[config.mk]
export PLATFORM = sky130hd
export DESIGN_NAME = sign_mag_bcd_conv
export DESIGN_NICKNAME = d
export VERILOG_FILES = /design/src/rtl/sign_mag_bcd_conv.sv
export SDC_FILE = /design/constraint.sdc
export NUM_CORES = 1
export LEC_CHECK = 0
export CORE_MARGIN = 8
export CORE_UTILIZATION = 25
export DETAILED_ROUTE_END_ITERATION = 8
export SETUP_SLACK_MARGIN = 0.05
export SYNTH_ARGS = -nofsm -noshare
export SYNTH_HDL_FRONTEND = slang
export SYNTH_SLANG_ARGS = --single-unit
[constraint.sdc]
create_clock -name clk -period 2 [get_ports clk]
set_clock_uncertainty 0.2 [all_clocks]
set_input_delay 0.3 -clock clk [delete_from_list [all_inputs] [get_ports clk]]
set_output_delay 0.3 -clock clk [all_outputs]
set_load 0.02 [all_outputs]
[src/rtl/sign_mag_bcd_conv.sv]
// ---------------------------------------------------------------------------
// sign_mag_bcd_conv
//
// Converts an N-bit sign-magnitude word (bit N-1 = sign, bits N-2:0 =
// magnitude) into a sign flag, a negative-zero flag and DIGITS packed BCD
// digits. The conversion uses a serial double-dabble engine that consumes
// one magnitude bit per clock.
//
// Handshake (both sides): a transfer happens on a rising edge where valid
// and ready are both high. The producer holds valid and data stable until
// that edge. The consumer may hold ready low for any number of cycles.
// in_ready is decoded from the state register only, so out_ready never
// reaches in_ready combinationally.
//
// Ports:
//   clk          clock, all state updates on the rising edge
//   rst          asynchronous, active-high reset
//   in_valid     in_sm holds a word to convert
//   in_ready     block can accept a word (high only in IDLE)
//   in_sm        sign-magnitude operand
//   out_valid    result valid, held until accepted
//   out_ready    consumer accepts the result
//   out_neg      result is negative (0 for a zero magnitude)
//   out_negzero  input was -0
//   out_bcd      packed BCD, digit 0 in bits 3:0
//
// The FSM state is held in the enum signal `state`, so checkers can bind
// to it hierarchically.
// ---------------------------------------------------------------------------
module sign_mag_bcd_conv #(
    parameter int N      = 8,
    parameter int DIGITS = 3
) (
    input  logic                  clk,
    input  logic                  rst,
    input  logic                  in_valid,
    output logic                  in_ready,
    input  logic [N-1:0]          in_sm,
    output logic                  out_valid,
    input  logic                  out_ready,
    output logic                  out_neg,
    output logic                  out_negzero,
    output logic [4*DIGITS-1:0]   out_bcd
);

    localparam int MAG_W = N - 1;
    localparam int BCD_W = 4 * DIGITS;
    localparam int CNT_W = $clog2(N);

    function automatic longint unsigned pow10(input int d);
        longint unsigned p;
        p = 1;
        for (int i = 0; i < d; i++) begin
            p = p * 10;
        end
        return p;
    endfunction

    localparam longint unsigned MAX_MAG = (64'd1 << MAG_W) - 64'd1;

    // The digit count must be able to hold the largest magnitude, so the
    // shift register can never overflow.
    generate
        if (N < 2) begin : g_bad_n
            $error("sign_mag_bcd_conv: N must be at least 2");
        end
        if (pow10(DIGITS) <= MAX_MAG) begin : g_bad_digits
            $error("sign_mag_bcd_conv: DIGITS too small for N-1 magnitude bits");
        end
    endgenerate

    typedef enum logic [1:0] {
        IDLE  = 2'd0,
        SHIFT = 2'd1,
        DONE  = 2'd2
    } state_t;

    state_t               state;
    logic [MAG_W-1:0]     mag_sr;
    logic [BCD_W-1:0]     bcd_sr;
    logic [BCD_W-1:0]     bcd_adj;
    logic [BCD_W-1:0]     bcd_next;
    logic [CNT_W-1:0]     cnt;
    logic                 sign_r;
    logic                 negzero_r;

    assign in_ready = (state == IDLE);

    // Double-dabble step: every digit >= 5 is corrected by +3 from the
    // pre-shift value, then the magnitude MSB shifts into digit 0 bit 0.
    always_comb begin
        bcd_adj = bcd_sr;
        for (int i = 0; i < DIGITS; i++) begin
            if (bcd_sr[4*i +: 4] >= 4'd5) begin
                bcd_adj[4*i +: 4] = bcd_sr[4*i +: 4] + 4'd3;
            end
        end
        bcd_next = {bcd_adj[BCD_W-2:0], mag_sr[MAG_W-1]};
    end

    always_ff @(posedge clk or posedge rst) begin
        if (rst) begin
            state       <= IDLE;
            mag_sr      <= '0;
            bcd_sr      <= '0;
            cnt         <= '0;
            sign_r      <= 1'b0;
            negzero_r   <= 1'b0;
            out_valid   <= 1'b0;
            out_neg     <= 1'b0;
            out_negzero <= 1'b0;
            out_bcd     <= '0;
        end else begin
            case (state)
                IDLE: begin
                    if (in_valid) begin
                        mag_sr    <= in_sm[MAG_W-1:0];
                        sign_r    <= in_sm[N-1];
                        negzero_r <= in_sm[N-1] & (in_sm[MAG_W-1:0] == '0);
                        bcd_sr    <= '0;
                        cnt       <= CNT_W'(N - 1);
                        state     <= SHIFT;
                    end
                end
                SHIFT: begin
                    bcd_sr <= bcd_next;
                    mag_sr <= mag_sr << 1;
                    cnt    <= cnt - CNT_W'(1);
                    // Last shift: publish the finished digits on the same
                    // edge so out_bcd equals the final bcd_sr in DONE.
                    if (cnt == CNT_W'(1)) begin
                        state       <= DONE;
                        out_valid   <= 1'b1;
                        out_bcd     <= bcd_next;
                        out_neg     <= sign_r & ~negzero_r;
                        out_negzero <= negzero_r;
                    end
                end
                DONE: begin
                    if (out_ready) begin
                        out_valid <= 1'b0;
                        state     <= IDLE;
                    end
                end
                default: begin
                    state <= IDLE;
                end
            endcase
        end
    end

endmodule

==> Word-level counts from Yosys, hierarchy flattened <==
Index checks and enable logic that the tools add are counted.
{ "classes": {"n_addsub": 4, "magnitude_cmp": 3, "n_eq_ne": 6, "muxes": 16, "bitwise": 3, "reduce_logical": 9} }
{ "op_table": {"columns": ["cell", "n"], "rows": [
  ["$pmux W12 S2", 1],
  ["$pmux W7 S2", 1],
  ["$ge A4 B3 Y1 const B", 3],
  ["$mux W12", 1],
  ["$add A4 B2 Y4 const B", 2],
  ["$mux W4", 2],
  ["$logic_not A7 Y1", 1],
  ["$mux W7", 1],
  ["$mux W2", 3],
  ["$mux W3", 2],
  ["$ne A2 B2 Y1 const B", 3],
  ["$pmux W2 S3", 1],
  ["$pmux W3 S2", 1],
  ["$reduce_and A2 Y1", 3],
  ["$reduce_and A3 Y1", 2],
  ["$reduce_bool A2 Y1", 2],
  ["$add A3 B2 Y3 const B", 1],
  ["$eq A3 B1 Y1 const B", 1],
  ["$sub A3 B1 Y3 const B", 1],
  ["$and A1 B1 Y1", 2],
  ["$eq A2 B1 Y1 const B", 1],
  ["$eq A2 B2 Y1 const B", 1],
  ["$logic_not A2 Y1", 1],
  ["$mux W1", 2],
  ["2 further kinds", 2]
]} }
{ "word_totals": {"register_bits": 41, "inputBits": 12, "out_inout_bits": 16, "word_cells": 51} }

==> Logic depth before layout (Yosys ltp) <==
{ "logic_depth": {"depth_word": 3, "depth_mapped": 7} }

==> Least setup slack after synthesis <==
No wires, ideal clock.
{ "synth_timing": {"path_type": "register to register", "startpoint": "reg bcd_sr[8]", "endpoint": "reg bcd_sr[10]", "setup_ps": 83, "arrival_ps": 1393, "t_required_ps": 1717, "slack_ps": 325, "path_stages_with_launch": 7, "path_buffers": 0, "synth_period_minus_slack_ps": 1675, "path_cell_list": "dfrtp_1 -> inv_1 -> ha_1 -> nand2b_1 -> a21oi_1 -> mux2_2 -> o21ai_0"} }
{ "synth_between": {"elab_chain_len": 3} }
{ "synth_rtl": {"columns": ["element", "line", "rtl"], "rows": [
  ["start: declaration", "80", "logic [BCD_W-1:0] bcd_sr;"],
  ["start signal: assignment", "126", "bcd_sr <= bcd_next;"],
  ["$ge A4 B3 Y1 or $add A3 B2 Y3 (tied branches)", "94, 95", null],
  ["$mux W3 *", "94", "if (bcd_sr[4*i +: 4] >= 4'd5) begin"],
  ["$pmux W12 S2 *", "114", "case (state)"]
]} }
Every way passes the cells marked *; elsewhere a longest branch is shown, timed or not.
A chain may end at the register's enable or synchronous reset.

==> Worst setup path in the final report <==
Ends and elaborated chain as after synthesis.

==> out/qor.yml <==
status: "finished, final reports clean"
synth_cell_types: 31
gp_congestion: 0.777
synth_xor_area_share_pct: 1.31
synth_edf_count: 0
grt_max_degree: 42
ys_seq_area_share_pct: 51.1
critical_path_class: "flop to flop"
path_max_fanout: 4
place_area_um2: 2390
end_kind: "flop"
final_common_cell: "dfrtp_1"
hold_class: "input port to async pin"
reg2reg_from: "bcd_sr[8]$_DFFE_PP0P_"
die_w_um: 106
tightestPinTransition_ns: 0.292
ir_drop_mv: 0.499
dr.pass1.iters: 4
cts_max_path_buffers: 2
rrSetupSlack_ns: 0.16
synth_fp_nets: 217
cap_viol_max_count: 0
rsz0062_at_grt: "false"
antenna_found_initial: 0
num_vias: 1422
startpoint: "bcd_sr[8]$_DFFE_PP0P_"
fin_crit_sh_pct: 91.8
syn_area_um2: 2010
ys_warn_count: 0
hold_violations: 0
dieHeight_um: 106
portBuffers: 27
final_nets: 246
fmax_mhz: 545
root_buffer: "clkbuf_8"
fin_area_um2: 2510
final.fill_count: 828
num_io_pins: 28
synth_compound_area_share_pct: 13.8
synth-simple-area-share_pct: 16.5
setup_violations: 0
overflow: 0
dpl.hpwl_um: 2830
antenna_left: 0
drcViolationCount: 0
utilization_pct: 32.3
fin_crit_ns: 1.84
grt_first_pass_wirelength_um: 6840
postCtsHoldBufs: 0
first_global_vias: 1449
synth_mux_area_share_pct: 6.72
synth_ff_type: "dfrtp_1"
clock_latency_ns: 0.29
leakage_uw: 0.00111
slew_headroom_pct: 80.5
tns_ns: 0
core_um2: 7770
htree_levels: 2
layout_common_cells: "dfrtp_1 (41), nand2_1 (27), clkdlybuf4s50_1 (26), o21ai_1 (20), o21ai_0 (18)"
arrival_ns: 1.85
startpoint_type: "flop"
slowest_stage: "dfrtp_1"
antenna_cells: 0
cts_buffers: 5
cts_tree: "yes"
clkTransAtPathRegs_ns: 0.08
regArea_um2: 1030
drv_slew: 0
start_util_pct: 25.9
drt-vias-per-instance: 4.32
cts_sinks: 41
area_growth_pct: 24.8
die_area_um2: 11200
path_cells: "inv_1 -> ha_1 -> nand2b_1 -> a21oi_1 -> mux2_2 -> o21ai_0"
drt_iter0_drc: 65
wire_per_inst_um: 11.7
multiInputGateArea_um2: 873
grtUsageTotal_pct: 7.35
postSynthCellCount: 197
drive_gt1_share_pct: 11.9
synthAdderAreaFrac_pct: 4.98
worstPathRequired_ns: 2.01
ys_seq_elements: 41
synth_top_family_by_area: "simple AND/OR/NAND/NOR gates"
num_rows: 32
synth.avg_cell_area_um2: 10.2
power_per_cell_area_nw_per_um2: 1560
async_flop_share_pct: 100
max_stage_delay_ns: 0.40
drt-total-wl_um: 3870
[Yosys cell counts, types with 2 or more instances]
master    instances  area [µm²]
mux2_2            4        45.0
a21oi_1           6        30.0
buf_2             3        15.0
a21oi_2           2        17.5
o21ai_1          20         100
inv_1            11        41.3
buf_4             3        22.5
nand3_1          12        60.1
mux2_4            2        30.0
nand2b_1          6        37.5
buf_6             3        33.8
xnor2_1           3        26.3
nor2_1            3        11.3
nand2_4           2        22.5
nand2_1          27         101
o21ai_0          18        90.1
mux2i_1           6        60.1
ha_1              8         100
nor3b_1           4        30.0
dfrtp_1          41        1030
nor3_1            3        15.0
[per-stage QoR]
step                instances  hold WS, ns  total power [µW]  worst slack, ns
finish                    329        0.160              3920            0.164
global route              329        0.198              4270           0.0619
CTS                       329        0.165              3990            0.164
detailed placement        321        0.275              3310            0.196
global placement          321        0.263              3250            0.222
floorplan                 197        0.207              2720            0.325
[registers in the layout, indices dropped and copies added, names as in the netlist]
signal and count:
bcd_sr 12, out_neg 1, state 2, cnt 3
sign_r 1, mag_sr 7, negzero_r 1, out_bcd 12
out_negzero 1, out_valid 1
[critical path: cells and delay by family, from the launching register on]
family,cells,cell delay (ns)
muxes,1,0.38
and+or+nand+nor,1,0.08
adders and majority gates,1,0.22
buffers and inverters,1,0.10
AOI/OAI and AO/OA,2,0.38
DFF,1,0.40
[cells by family after synthesis]
family          after synthesis
compound gates               50
xor+xnor                      3
fa+ha+maj                     8
buf+inv                      20
flops                        41
mux                          12
simple gates                 63
[where the power goes]
| group | total (µW) | switching, µW | internal, µW |
|---|---|---|---|
| sequential | 1390 | 233 | 1160 |
| clock | 680 | 273 | 407 |
| combinational | 1850 | 1020 | 833 |
| total | 3920 | 1520 | 2400 |
[repair_timing]
action	in CTS	in global routing
resized for setup	1	1
hold endpoints to repair	0	0
setup endpoints to repair	1	1
cloned	0	0
buffers inserted	0	0
[final timing paths]
kind / cells after the start / end
min in group clk: 2 / out_bcd[9]$_DFFE_PP0P_
setup / recovery: 6 / bcd_sr[10]$_DFFE_PP0P_
hold / removal: 3 / sign_r$_DFFE_PP0P_
hold reg to reg: 2 / out_bcd[9]$_DFFE_PP0P_
setup reg to reg: 6 / bcd_sr[10]$_DFFE_PP0P_
max in group asynchronous: 3 / bcd_sr[6]$_DFFE_PP0P_
[per-layer routing]
layer	wire (µm)	global-route usage [%]	vias to the layer above
met1	1930	9.17	664
met5	0	0	-
met3	132	2.07	7
met2	1750	11.9	28
met4	56	2.41	0
li1	-	-	723
[final cells by class]
cell class                 instances  share of cell area, %
timing repair buffer              31                   12.9
clock buffer                       7                   3.44
inverter                          11                   1.65
tap                              102                   5.09
sequential                        41                   40.9
clock inverter                     1                   1.20
multi-input combinational        136                   34.8
No activity file was read; power rests on OpenSTA's default activity.
